### config.mk
export PLATFORM = sky130hd
export DESIGN_NAME = hazard_scoreboard
export DESIGN_NICKNAME = d
export VERILOG_FILES = /design/src/rtl/hazard_scoreboard_pkg.sv /design/src/rtl/hazard_scoreboard_match.sv /design/src/rtl/hazard_scoreboard.sv
export SDC_FILE = /design/constraint.sdc
export NUM_CORES = 1
export LEC_CHECK = 0
export ABC_CLOCK_PERIOD_IN_PS = 6050
export CAP_MARGIN = 15
export CORE_AREA = 10 10 125 115
export DETAILED_ROUTE_END_ITERATION = 6
export DIE_AREA = 0 0 135 125
export HOLD_SLACK_MARGIN = 0.02
export MAX_ROUTING_LAYER = met4
export PLACE_DENSITY_LB_ADDON = 0.25
export SLEW_MARGIN = 20
export SYNTH_ARGS = -nofsm -noshare
export SYNTH_HDL_FRONTEND = slang
export SYNTH_SLANG_ARGS = --single-unit
### constraint.sdc
create_clock -name clk -period 6.05 [get_ports clk]
set_input_delay 1.21 -clock clk [delete_from_list [all_inputs] [get_ports clk]]
set_output_delay 1.21 -clock clk [all_outputs]
set_load 0.005 [all_outputs]
### src/rtl/hazard_scoreboard_pkg.sv
// Shared constants for the Tuse/Tnew hazard scoreboard.
//   DEF_*   : default geometry (3 tracked stages E/M/W, 5-bit register addresses,
//             3-bit Tuse/Tnew, 32-bit stall counter)
//   FWD_*   : forward-select encodings; FWD_RF means "use the regfile value"
// The "operand unused" marker (TUSE_NONE) is the all-ones Tuse value of whatever
// width the instance uses, so it is written as '1 where it is needed.
package hazard_scoreboard_pkg;

  localparam int unsigned DEF_STAGES = 3;
  localparam int unsigned DEF_REGW   = 5;
  localparam int unsigned DEF_TW     = 3;
  localparam int unsigned DEF_CNTW   = 32;

  localparam int unsigned FWD_RF = 0;
  localparam int unsigned FWD_E  = 1;
  localparam int unsigned FWD_M  = 2;
  localparam int unsigned FWD_W  = 3;

endpackage

### src/rtl/hazard_scoreboard_match.sv
// Youngest-match priority encoder for one D-stage source operand.
//   valid/a3/tnew : tracked entries, index 0 = youngest (E stage)
//   addr/tuse     : operand register address and Tuse (all-ones = not read)
//   hit           : some valid entry writes addr (never for $0 or unused operands)
//   idx           : index of the youngest matching entry
//   hit_tnew      : remaining Tnew of that entry
module hazard_scoreboard_match
  import hazard_scoreboard_pkg::*;
#(
  parameter int unsigned STAGES = DEF_STAGES,
  parameter int unsigned REGW   = DEF_REGW,
  parameter int unsigned TW     = DEF_TW,
  parameter int unsigned IDXW   = (STAGES > 1) ? $clog2(STAGES) : 1
) (
  input  logic [STAGES-1:0]           valid,
  input  logic [STAGES-1:0][REGW-1:0] a3,
  input  logic [STAGES-1:0][TW-1:0]   tnew,
  input  logic [REGW-1:0]             addr,
  input  logic [TW-1:0]               tuse,
  output logic                        hit,
  output logic [IDXW-1:0]             idx,
  output logic [TW-1:0]               hit_tnew
);

  logic used;
  assign used = (addr != '0) && (tuse != '1);

  always_comb begin
    hit      = 1'b0;
    idx      = '0;
    hit_tnew = '0;
    // Scan oldest to youngest so the youngest match is the last one written.
    for (int k = STAGES - 1; k >= 0; k--) begin
      if (used && valid[k] && (a3[k] == addr)) begin
        hit      = 1'b1;
        idx      = IDXW'(k);
        hit_tnew = tnew[k];
      end
    end
  end

endmodule

### src/rtl/hazard_scoreboard.sv
// Tuse/Tnew hazard unit beside the D stage of the pipeline.
//   clk, reset        : rising-edge clock, asynchronous active-low reset
//   d_a1/d_a2         : D-stage rs/rt addresses
//   d_tuse_rs/_rt     : Tuse of each operand, all-ones = operand not read
//   d_regwrite/d_a3   : D-stage instruction writes register d_a3
//   d_tnew            : D-stage Tnew counted from D
//   ext_stall         : external D-stall request
//   flush             : clear every tracked entry at the next edge
//   stall             : freeze PC/IF-ID and inject a bubble into E
//   fwd_sel_rs/_rt    : 0 = regfile, k = entry k-1 (1 = E, 2 = M, ...)
//   stall_cnt         : saturating count of hazard-caused stall cycles
module hazard_scoreboard
  import hazard_scoreboard_pkg::*;
#(
  parameter int unsigned STAGES = DEF_STAGES,
  parameter int unsigned REGW   = DEF_REGW,
  parameter int unsigned TW     = DEF_TW,
  parameter int unsigned CNTW   = DEF_CNTW,
  parameter int unsigned SELW   = $clog2(STAGES + 1)
) (
  input  logic            clk,
  input  logic            reset,
  input  logic [REGW-1:0] d_a1,
  input  logic [REGW-1:0] d_a2,
  input  logic [TW-1:0]   d_tuse_rs,
  input  logic [TW-1:0]   d_tuse_rt,
  input  logic            d_regwrite,
  input  logic [REGW-1:0] d_a3,
  input  logic [TW-1:0]   d_tnew,
  input  logic            ext_stall,
  input  logic            flush,
  output logic            stall,
  output logic [SELW-1:0] fwd_sel_rs,
  output logic [SELW-1:0] fwd_sel_rt,
  output logic [CNTW-1:0] stall_cnt
);

  localparam int unsigned IDXW = (STAGES > 1) ? $clog2(STAGES) : 1;

  function automatic logic [TW-1:0] dec_sat(input logic [TW-1:0] v);
    return (v == '0) ? '0 : v - 1'b1;
  endfunction

  logic [STAGES-1:0]           valid_q;
  logic [STAGES-1:0][REGW-1:0] a3_q;
  logic [STAGES-1:0][TW-1:0]   tnew_q;
  logic [CNTW-1:0]             stall_cnt_q;

  logic            hit_rs, hit_rt;
  logic [IDXW-1:0] idx_rs, idx_rt;
  logic [TW-1:0]   tnew_rs, tnew_rt;
  logic            hazard_rs, hazard_rt, hazard;

  hazard_scoreboard_match #(
    .STAGES (STAGES),
    .REGW   (REGW),
    .TW     (TW),
    .IDXW   (IDXW)
  ) u_match_rs (
    .valid    (valid_q),
    .a3       (a3_q),
    .tnew     (tnew_q),
    .addr     (d_a1),
    .tuse     (d_tuse_rs),
    .hit      (hit_rs),
    .idx      (idx_rs),
    .hit_tnew (tnew_rs)
  );

  hazard_scoreboard_match #(
    .STAGES (STAGES),
    .REGW   (REGW),
    .TW     (TW),
    .IDXW   (IDXW)
  ) u_match_rt (
    .valid    (valid_q),
    .a3       (a3_q),
    .tnew     (tnew_q),
    .addr     (d_a2),
    .tuse     (d_tuse_rt),
    .hit      (hit_rt),
    .idx      (idx_rt),
    .hit_tnew (tnew_rt)
  );

  assign hazard_rs = hit_rs && (tnew_rs > d_tuse_rs);
  assign hazard_rt = hit_rt && (tnew_rt > d_tuse_rt);
  assign hazard    = hazard_rs | hazard_rt;

  // Gated by reset so an external request cannot show a stall while reset is held.
  assign stall = reset & (hazard | ext_stall);

  // Only a value already produced (tnew==0) is forwarded from here; a pending one
  // with tnew<=tuse gets picked up further down the pipe.
  assign fwd_sel_rs = (hit_rs && tnew_rs == '0) ? SELW'(idx_rs) + SELW'(FWD_E) : SELW'(FWD_RF);
  assign fwd_sel_rt = (hit_rt && tnew_rt == '0) ? SELW'(idx_rt) + SELW'(FWD_E) : SELW'(FWD_RF);

  assign stall_cnt = stall_cnt_q;

  always_ff @(posedge clk or negedge reset) begin
    if (!reset) begin
      valid_q <= '0;
      a3_q    <= '0;
      tnew_q  <= '0;
    end else if (flush) begin
      valid_q <= '0;
      a3_q    <= '0;
      tnew_q  <= '0;
    end else begin
      for (int k = 1; k < STAGES; k++) begin
        valid_q[k] <= valid_q[k-1];
        a3_q[k]    <= a3_q[k-1];
        tnew_q[k]  <= dec_sat(tnew_q[k-1]);
      end
      if (!stall) begin
        valid_q[0] <= d_regwrite && (d_a3 != '0);
        a3_q[0]    <= d_a3;
        tnew_q[0]  <= dec_sat(d_tnew);
      end else begin
        valid_q[0] <= 1'b0;
        a3_q[0]    <= '0;
        tnew_q[0]  <= '0;
      end
    end
  end

  always_ff @(posedge clk or negedge reset) begin
    if (!reset) begin
      stall_cnt_q <= '0;
    end else if (hazard && (stall_cnt_q != '1)) begin
      stall_cnt_q <= stall_cnt_q + 1'b1;
    end
  end

endmodule

==> results by group <==
Run status
  • Status: finished clean

Yosys
  • Simple-gate area share of the yosys netlist: 0.255
  • Cell taking the most area after synthesis: dfrtp_1
  • Ys Warns: 0
  • #FFs+latches synth: 59
  • Post-synthesis mux area share: 0.00337
  • Most used DFF post-synth: dfrtp_1
  • Synthesized Nets: 377
  • Post-synthesis compound-gate area fraction: 0.0622
  • Most frequent cell after synthesis: dfrtp_1
  • Count of cell types in the netlist: 46
  • Synth top area share: 0.442
  • Ys async rst share: 1.00
  • Mapped Avg Cell Area: 9.96 µm²
  • Largest cells by area after synthesis: dfrtp_1 (44%), xor2_1 (7.9%), xnor2_1 (7.6%)
  • Post-Synthesis Cells: 335
  • Largest family of logic cells by synthesized area: simple AND/OR/NAND/NOR gates
  • Synth cell count leaders: dfrtp_1 (59), xor2_1 (30), xnor2_1 (29)
  • Sequential fraction of the synthesis area: 0.442
  • Post-synth EDFFs: 0
  • Xor-xnor portion of the synthesized cell area: 0.160
  • Synth Area in Adders: 0.0487
  • Cell Area, Synth: 3340 µm²

GRT
  • Gr usage total: 0.111
  • Vias in the first global route: 2,969
  • Remaining Overflow, GRT: 0
  • Initial antenna violation count: 0
  • Largest net degree at the start of global routing: 60
  • First-pass GRT wire length: 15,000 µm

Critical path
  • R2R cell count: 15
  • Worst reg2reg setup slack: 2.30 ns
  • Req. time, crit path: 4.84 ns
  • Critical Path Fanout Max: 6
  • Endpoint class of the critical path: primary output
  • Startpoint Class: input port
  • Crit Path Class: input port to primary output
  • Launching point of the worst reg2reg path: a3_q[9]
  • Crit path arrival time: 4.70 ns
  • R2R Path End: stall_cnt[9]

Worst hold path
  • Worst hold path type: flop to flop
  • Worst Hold End: stall_cnt[28]
  • Worst hold start: stall_cnt[28]
  • WHS Path Cells: 1

Routing
  • Drt pass-1 iters: 4
  • Post-DR vias/cell: 4.65
  • DRC errors left: 0
  • Post-route ant nets: 0
  • Vias post-DR: 2,757
  • DRT iter0 DRCs: 116
  • Avg WL per Cell: 15.0 µm
  • Drt total wl: 8880 µm

Clock network
  • H-tree depth: 3
  • TritonCTS clock tree: done
  • Worst-skew pair later-pin latency: 0.32 ns
  • CTS root buffer: clkbuf_16
  • CTS Buf Count: 9
  • Maximum clock insertion buffer count: 2
  • CTS Hold Buffers Added: 0
  • Clk sinks: 59
  • Worst-path clk slew: 0.05 ns

Timing
  • Fin. Hold Viols: 0
  • Final Cycle Share: 0.977
  • Crit path time final: 5.91 ns
  • Worst slew pin tran: 0.763 ns
  • Max_slew headroom: 0.491
  • Final setup vio count: 0
  • Skew final: 0.00596 ns
  • Slew Limit Fails: 0
  • Fmax: 169 MHz

Placement
  • GP Congestion: 0.869
  • Area after DPL: 4320 µm²
  • DP HPWL: 6720 µm
  • Placed Cells: 576
  • PortBufs: 65

Layout
  • Final nets: 470
  • Design area: 4750 µm²
  • Final std cells w/o fill: 593
  • Share of cells above drive strength 1: 0.141
  • Antenna diodes: 0
  • Area Growth Syn to Fin: 42.2%

Power and ir drop
  • Lkg Pwr: 0.00212 µW
  • PwrDens: 228 nW/µm²
  • Worst vdd ir: 0.183 mV

Floorplan
  • Die W: 135 µm
  • Num rows: 38
  • Initial core utilization: 0.282
  • Die ar.: 16,900 µm²
  • Chip height: 125 µm
  • Core Region: 11,800 µm²
  • IO Count: 66

Job
  • Max-Cap Viols: 0
[cell usage in the layout, fill, tap and decap left out, drive strengths merged, types with 2 or more instances in the layout]
master         instances
a21oi                  9
xor2                  30
nor2b                 17
nand3                 20
a31oi                  2
dfrtp                 59
a22oi                  6
nand2b                 3
or4                    4
xnor2                 30
nor4                  11
nand2                 18
nor3                  12
nor2                  17
bufinv                 3
buf                   24
a211oi                 2
nor4b                  3
and2                  11
clkbuf                11
or2                    2
and3                  13
o21ai                  6
nand4                  9
clkdlybuf4s50         62
clkinv                 2
ha                    13
or4b                   2
inv                   17
or3                    2
[metal layers]
metal  up-vias  GRT usage  wire length, µm
li1       1352          -                -
met1      1332      0.143             4340
met2        62      0.167             4090
met3        11     0.0336              348
met4         0     0.0297               97
met5         -          -                0
[registers in the layout, summed over array words and instances, names as in the netlist]
signal	flops
a3_q	15
tnew_q	9
stall_cnt	32
valid_q	3
[metrics by stage]
step	utilization	hold WS, ns	TNS, ns	power (µW)	setup WS, ns
floorplan	-	0.475	0	448	1.25
global placement	0.365	0.485	-0.105	499	-0.105
detailed placement	0.365	0.488	-0.117	500	-0.117
CTS	0.395	0.498	0	1100	0.0136
global route	0.401	0.528	-0.0460	1130	-0.0460
finish	0.401	0.495	0	1080	0.139
[critical path, cell delays in order]
cell and delay, ns:
clkdlybuf4s50_1 0.49, or4_1 0.55, o21ai_1 0.13, buf_4 0.16
nor3_2 0.06, a22oi_1 0.25, a21oi_2 0.11, ha_1 0.30
nor2b_1 0.13, o21ai_0 0.07, a211oi_1 0.29, o31ai_2 0.19
a31oi_4 0.22, clkdlybuf4s50_1 0.53
[report_power, final]
group          internal, µW  leakage (µW)  switching (µW)
registers               403      0.000808            9.11
clock network           412      0.000169             174
logic                  42.9       0.00114            39.8
[kinds of logic (layout without fill, tap and decap cells)]
family / Yosys count / count (layout)
AOI/OAI and AO/OA: 32 / 32
xor gates and xnor gates: 60 / 60
adders and majority gates: 13 / 13
buffers and inverters: 23 / 121
DFF: 59 / 59
muxes: 1 / 1
and+or+nand+nor: 147 / 147
[final cells by class]
| cell class | instances | area [µm²] |
|---|---|---|
| Clock buffer | 11 | 243 |
| Clock inverter | 5 | 100 |
| Fill cell | 1153 | 7090 |
| Inverter | 17 | 63.8 |
| Multi-Input combinational cell | 253 | 1840 |
| Sequential cell | 59 | 1480 |
| Tap cell | 160 | 200 |
| Timing Repair Buffer | 88 | 820 |
[how the worst max path moves through the flow]
stage          endpoint  slack (ns)  startpoint  cells after the start
4_1_cts           stall        0.01     d_a1[3]                     15
5_1_grt           stall       -0.05     d_a2[0]                     14
6_report          stall        0.14     d_a2[0]                     14
2_1_floorplan     stall        1.25     d_a1[0]                     13
3_5_place_dp      stall       -0.12     d_a1[4]                     14
3_3_place_gp      stall       -0.10     d_a1[4]                     15
[timing repair]
item                       CTS  global route
setup buffers                0             1
gates resized for setup      5            13
pin swaps                    0             4
setup endpoints to repair    1             1
Power figures use the tool's default switching activity.
==> variant 1, RTL diff (same flow settings) <==
Make the reset (`reset`) synchronous in 2 clocked blocks. Comments in the files are not updated.
--- a/src/rtl/hazard_scoreboard.sv
+++ b/src/rtl/hazard_scoreboard.sv
@@ -98,5 +98,5 @@
   assign stall_cnt = stall_cnt_q;
 
-  always_ff @(posedge clk or negedge reset) begin
+  always_ff @(posedge clk) begin
     if (!reset) begin
       valid_q <= '0;
@@ -125,5 +125,5 @@
   end
 
-  always_ff @(posedge clk or negedge reset) begin
+  always_ff @(posedge clk) begin
     if (!reset) begin
       stall_cnt_q <= '0;
Formal check against the unedited RTL: differs if reset is asserted again (counterexample within 4 cycles, from zero or initial values and one cycle with reset low); with reset held inactive, the same outputs for 10 cycles.
==> variant 1 against the unedited design <==
- fmax rose by 4.6%
- combinational power fell by 12%
- non-clock buffer count fell by 7
- sequential cell count did not move
- worst setup slack improved by 260 ps
- area after synthesis rose by 4.7%
- routed wire length rose by 11%
- total power fell by 0.77%
- cell area rose by 0.63%
- largest cell class unchanged
==> variant 1: results (changes against the unedited design) <==
Run status
  – Result of the run: completed (unchanged)

Yosys
  – Ranking of synthesized cells by area: dfxtp_1 (34%), xor2_1 (6.0%), ha_1 (4.7%) (was dfrtp_1 (44%), xor2_1 (7.9%), xnor2_1 (7.6%))
  – Top_reg_cell synth: dfxtp_1 (was dfrtp_1)
  – Seq/Total Area, Yosys: 0.338 (was 0.442)
  – Synth cell count leaders: dfxtp_1 (59), nand2_1 (30), xor2_1 (24) (was dfrtp_1 (59), xor2_1 (30), xnor2_1 (29))
  – Mapped Nets: 437 (was 377)
  – Ys async rst share: 0 (was 1.00)
  – Distinct cells, synth: 61 (was 46)

Placed design
  – DP HPWL: 7500 um (was 6720 um)
  – RePlAce Congestion: 0.917 (was 0.869)

Global route
  – Largest net degree at the start of global routing: 31 (was 60)
  – First-pass GRT wire length: 16,400 um (was 15,000 um)

Critical path
  – R2r worst-path depth: 17 (was 15)
  – Arr. time, crit path: 4440 ps (was 4700 ps)
  – Cell family with most CP delay: simple AND/OR/NAND/NOR gates (was compound AO/OA/AOI/OAI gates)
  – Crit path capture: stall (unchanged)
  – Reg2reg end: stall_cnt[5] (was stall_cnt[9])
  – R2R setup slack: 2300 ps (about the same)
  – Crit-path slowest cell: or4_4 (was or4_1)
  – Reg-to-reg startpoint: a3_q[1] (was a3_q[9])
  – Max FO, Critical Path: 4 (was 6)

Power
  – Switch Pwr: 229 uW (was 223 uW)
  – P_comb: 72.8 uW (was 82.7 uW)
  – P_leak: 0.00193 uW (was 0.00212 uW)
  – Peak supply drop: 0.132 mV (was 0.183 mV)
  – Clock network power share: 0.564 (was 0.542)

Timing
  – Clock Skew: 10.7 ps (was 5.96 ps)
  – Rel. slew slack: 0.440 (was 0.491)

Route
  – 1st-iter DRT viols: 151 (was 116)
  – Total wire length: 9840 um (was 8880 um)
  – Routed vias/inst: 4.90 (was 4.65)

Layout
  – Fraction of layout cells with a size suffix above 1: 0.135 (was 0.141)
  – Fill cells: 1,203 (was 1,153)
  – Post-layout net count: 517 (was 470)
variant 1: changes by cell type in the layout (fill, tap and decap cells not counted), moves of 14 or more:
cell / before / now
xnor2_1: 29 / 6
mux2i_1: 0 / 14
o21ai_1: 1 / 15
dfrtp_1: 59 / 0
dfxtp_1: 0 / 59
nor2b_1: 16 / 2
variant 1: cell type report:
type | instances | area share
tap | 160 | 0.0419
inverter | 18 | 0.0141
multi-input combinational | 306 | 0.461
timing repair buffer | 81 | 0.162
sequential | 59 | 0.247
clock inverter | 6 | 0.0236
clock buffer | 10 | 0.0500
variant 1: per-layer routing:
layer  global-route usage  share of wire  vias to the layer above
met3               0.0216          0.025                        8
met5                    -              0                        -
met2                0.194           0.49                       46
met4               0.0380          0.012                        0
met1                0.151           0.47                     1490
li1                     -              -                     1592
variant 1: how the worst min path moves through the flow:
stage	from	end	slack, ps	cells past startpoint
after CTS	tnew_q[0]	tnew_q[3]	420	1
after global placement	tnew_q[0]	tnew_q[3]	410	1
after floorplan	tnew_q[0]	tnew_q[3]	390	1
after detailed placement	tnew_q[0]	tnew_q[3]	410	1
after global routing	tnew_q[0]	tnew_q[3]	460	1
final	tnew_q[0]	tnew_q[3]	410	1
variant 1: stage by stage:
step	cell area (um^2)	setup slack [ps]	std cells	hold slack (ps)	total power [uW]
after floorplan	3500	1160	395	393	436
after global placement	4390	112	623	413	475
after detailed placement	4390	59.3	623	409	476
after CTS	4740	41.1	639	418	1080
after global routing	4780	229	640	463	1110
final	4780	400	640	410	1070
variant 1: cell families after synthesis:
family,share of synthesized area
flops,0.338
simple gates,0.320
fa+ha+maj,0.0465
compound gates,0.136
buf+inv,0.0397
mux,0.0401
xor+xnor,0.0798
variant 1: what timing repair did:
item,4_1_cts,5_1_grt
endpoints found under the setup margin,0,1
setup buffers,0,1
gates resized for setup,0,6
==> variant 2, RTL diff (same flow settings) <==
Without the edit above. Set the package constant `DEF_REGW` to 6 (it was 5).
--- a/src/rtl/hazard_scoreboard_pkg.sv
+++ b/src/rtl/hazard_scoreboard_pkg.sv
@@ -8,5 +8,5 @@
 
   localparam int unsigned DEF_STAGES = 3;
-  localparam int unsigned DEF_REGW   = 5;
+  localparam int unsigned DEF_REGW   = 6;
   localparam int unsigned DEF_TW     = 3;
   localparam int unsigned DEF_CNTW   = 32;
Interface: changed (resized d_a1, d_a2 and d_a3); port bits go from 66 to 69. No check against the original RTL was run, so the function may have changed too.
==> variant 2 against the unedited design <==
- count of clock-buffer cells in the layout is 2 lower
- area after synthesis is 7.5% higher
- utilization is 1.9 points higher
- register-to-register slack worse by 60 ps
- clock power is 2% higher
- sequential cell count is 3 higher
- routed wire length is 3.2% higher
- sequential power is 5.1% higher
- cell area is 4.7% higher
- first-iteration DRC count is 20% lower
- critical path depth is 1 lower
- worst setup slack better by 230 ps
- total power is 3.7% higher
- synthesized cell count is 6.3% higher
- largest cell class unchanged
- largest power group unchanged
- highest routed layer unchanged
==> variant 2: results (changes against the unedited design) <==
Timing
  – Rel. slew slack: 0.453 (was 0.491)
  – Clock Skew: 8.63 ps (was 5.96 ps)

Hold path
  – Worst Hold Class: register to register (unchanged)
  – Hold Path Stages: 1 (unchanged)

Placed design
  – Post-placement worst setup slack: 37.8 ps (was -117 ps)
  – DP HPWL: 6880 um (was 6720 um)
  – Placed cells: 592 (was 576)
  – RePlAce Congestion: 0.866 (was 0.869)
  – Port-buffer cells: 68 (was 65)
  – DP Area: 0.00454 mm^2 (was 0.00432 mm^2)

Global route
  – Largest net degree at the start of global routing: 63 (was 60)
  – Initial antenna violation count: 0 (unchanged)
  – Vias in the first global route: 2,948 (was 2,969)
  – Gr usage total: 0.113 (was 0.111)
  – First-pass GRT wire length: 15,000 um (about the same)

Critical path
  – R2r worst-path depth: 14 (was 15)
  – Max incr delay on CP: 560 ps
  – Arr. time, crit path: 4470 ps (was 4700 ps)
  – Crit-path slowest cell: or4_4 (was or4_1)
  – Cell family with most CP delay: compound AO/OA/AOI/OAI gates (unchanged)
  – Max FO, Critical Path: 4 (was 6)

Clock tree
  – Worst-Skew Late Latency: 320 ps (about the same)
  – Postcts setup bufs: 0 (unchanged)
  – Clock Path Buffers: 2 (unchanged)
  – CTS buffer count: 9 (unchanged)
  – Post-CTS sizing: 0 (was 5)
  – Clock slew at reported path FFs: 60 ps
  – Root Buffer Master: clkbuf_16 (unchanged)
  – H-Tree Depth: 3 (unchanged)

Yosys
  – Cells after Synth: 356 (was 335)
  – Seq/Total Area, Yosys: 0.432 (was 0.442)
  – Ys async rst share: 1.00 (unchanged)
  – Ranking of synthesized cells by area: dfrtp_1 (43%), xnor2_1 (8.8%), xor2_1 (7.3%) (was dfrtp_1 (44%), xor2_1 (7.9%), xnor2_1 (7.6%))
  – Yosys warning count: 0 (unchanged)
  – EDFF count, synth: 0 (unchanged)
  – Synth cell count leaders: dfrtp_1 (62), xnor2_1 (36), xor2_1 (30) (was dfrtp_1 (59), xor2_1 (30), xnor2_1 (29))
  – Mapped Nets: 401 (was 377)
  – Distinct cells, synth: 42 (was 46)

Layout
  – Fin cells: 611 (was 593)
  – Antenna Cells: 0 (unchanged)
  – Fraction of layout cells with a size suffix above 1: 0.149 (was 0.141)
  – Max FFs per register: 32 (unchanged)
  – Fill cells: 1,164 (was 1,153)
  – Post-layout net count: 491 (was 470)

Power
  – Peak supply drop: 0.120 mV (was 0.183 mV)
  – P_leak: 0.00221 uW (was 0.00212 uW)

Route
  – Average wire per standard cell: 15.0 um (about the same)
  – 1st-iter DRT viols: 93 (was 116)
  – TritonRoute pass-1 iters: 4 (unchanged)
  – Total vias in the final route: 2,835 (was 2,757)

Run status
  – Result of the run: completed (unchanged)
==> variant 2: path summary, 6_finish.rpt <==
path / from / end / slack (ps)
setup / recovery: d_a1[1] / stall / 370
hold / removal: stall_cnt[29] / stall_cnt[29] / 490
setup reg to reg: a3_q[7] / stall_cnt[1] / 2240
hold reg to reg: stall_cnt[29] / stall_cnt[29] / 490
max in group asynchronous: reset / tnew_q[2] / 4420
min in group asynchronous: reset / stall_cnt[23] / 1090
==> variant 2: area by class of cell <==
cell class,instances,area (um^2),share of cell area
multi-input cells,265,1970,0.396
inverters,21,78.8,0.0159
flip-flops and latches,62,1550,0.312
well taps,160,200,0.0403
clock buffers,9,225,0.0453
clock inverters,7,123,0.0247
repair buffers,87,826,0.166
==> variant 2: layer usage <==
layer / share of wire / vias up / track usage
li1: - / 1390 / -
met1: 0.48 / 1365 / 0.141
met2: 0.46 / 69 / 0.174
met3: 0.045 / 11 / 0.0312
met4: 0.015 / 0 / 0.0361
met5: 0 / - / -
==> variant 2: worst reg2reg max path: cells and delay by family (launching register included) <==
family          cells  cell delay, ps
buf+inv             2             190
flops               1             420
simple gates        3             750
compound gates      5            1280
fa+ha+maj           1             270
mux                 2             610
xor+xnor            1             160
==> variant 2: cells by family (layout without fill, tap and decap cells) <==
kind of cell,after synthesis,in the layout,share of synthesized area
fa+ha+maj,13,13,0.0453
mux,4,4,0.0119
compound gates,26,26,0.0711
xor+xnor,67,67,0.166
buf+inv,29,124,0.0356
flops,62,62,0.432
simple gates,155,155,0.238
==> variant 2: power breakdown <==
part | leakage (uW) | switching [uW] | total, uW | internal, uW
Combinational | 0.00122 | 44.6 | 93.5 | 48.8
Sequential | 0.000822 | 10.2 | 433 | 423
Clock | 0.000162 | 191 | 595 | 403
Total | 0.00221 | 246 | 1120 | 875
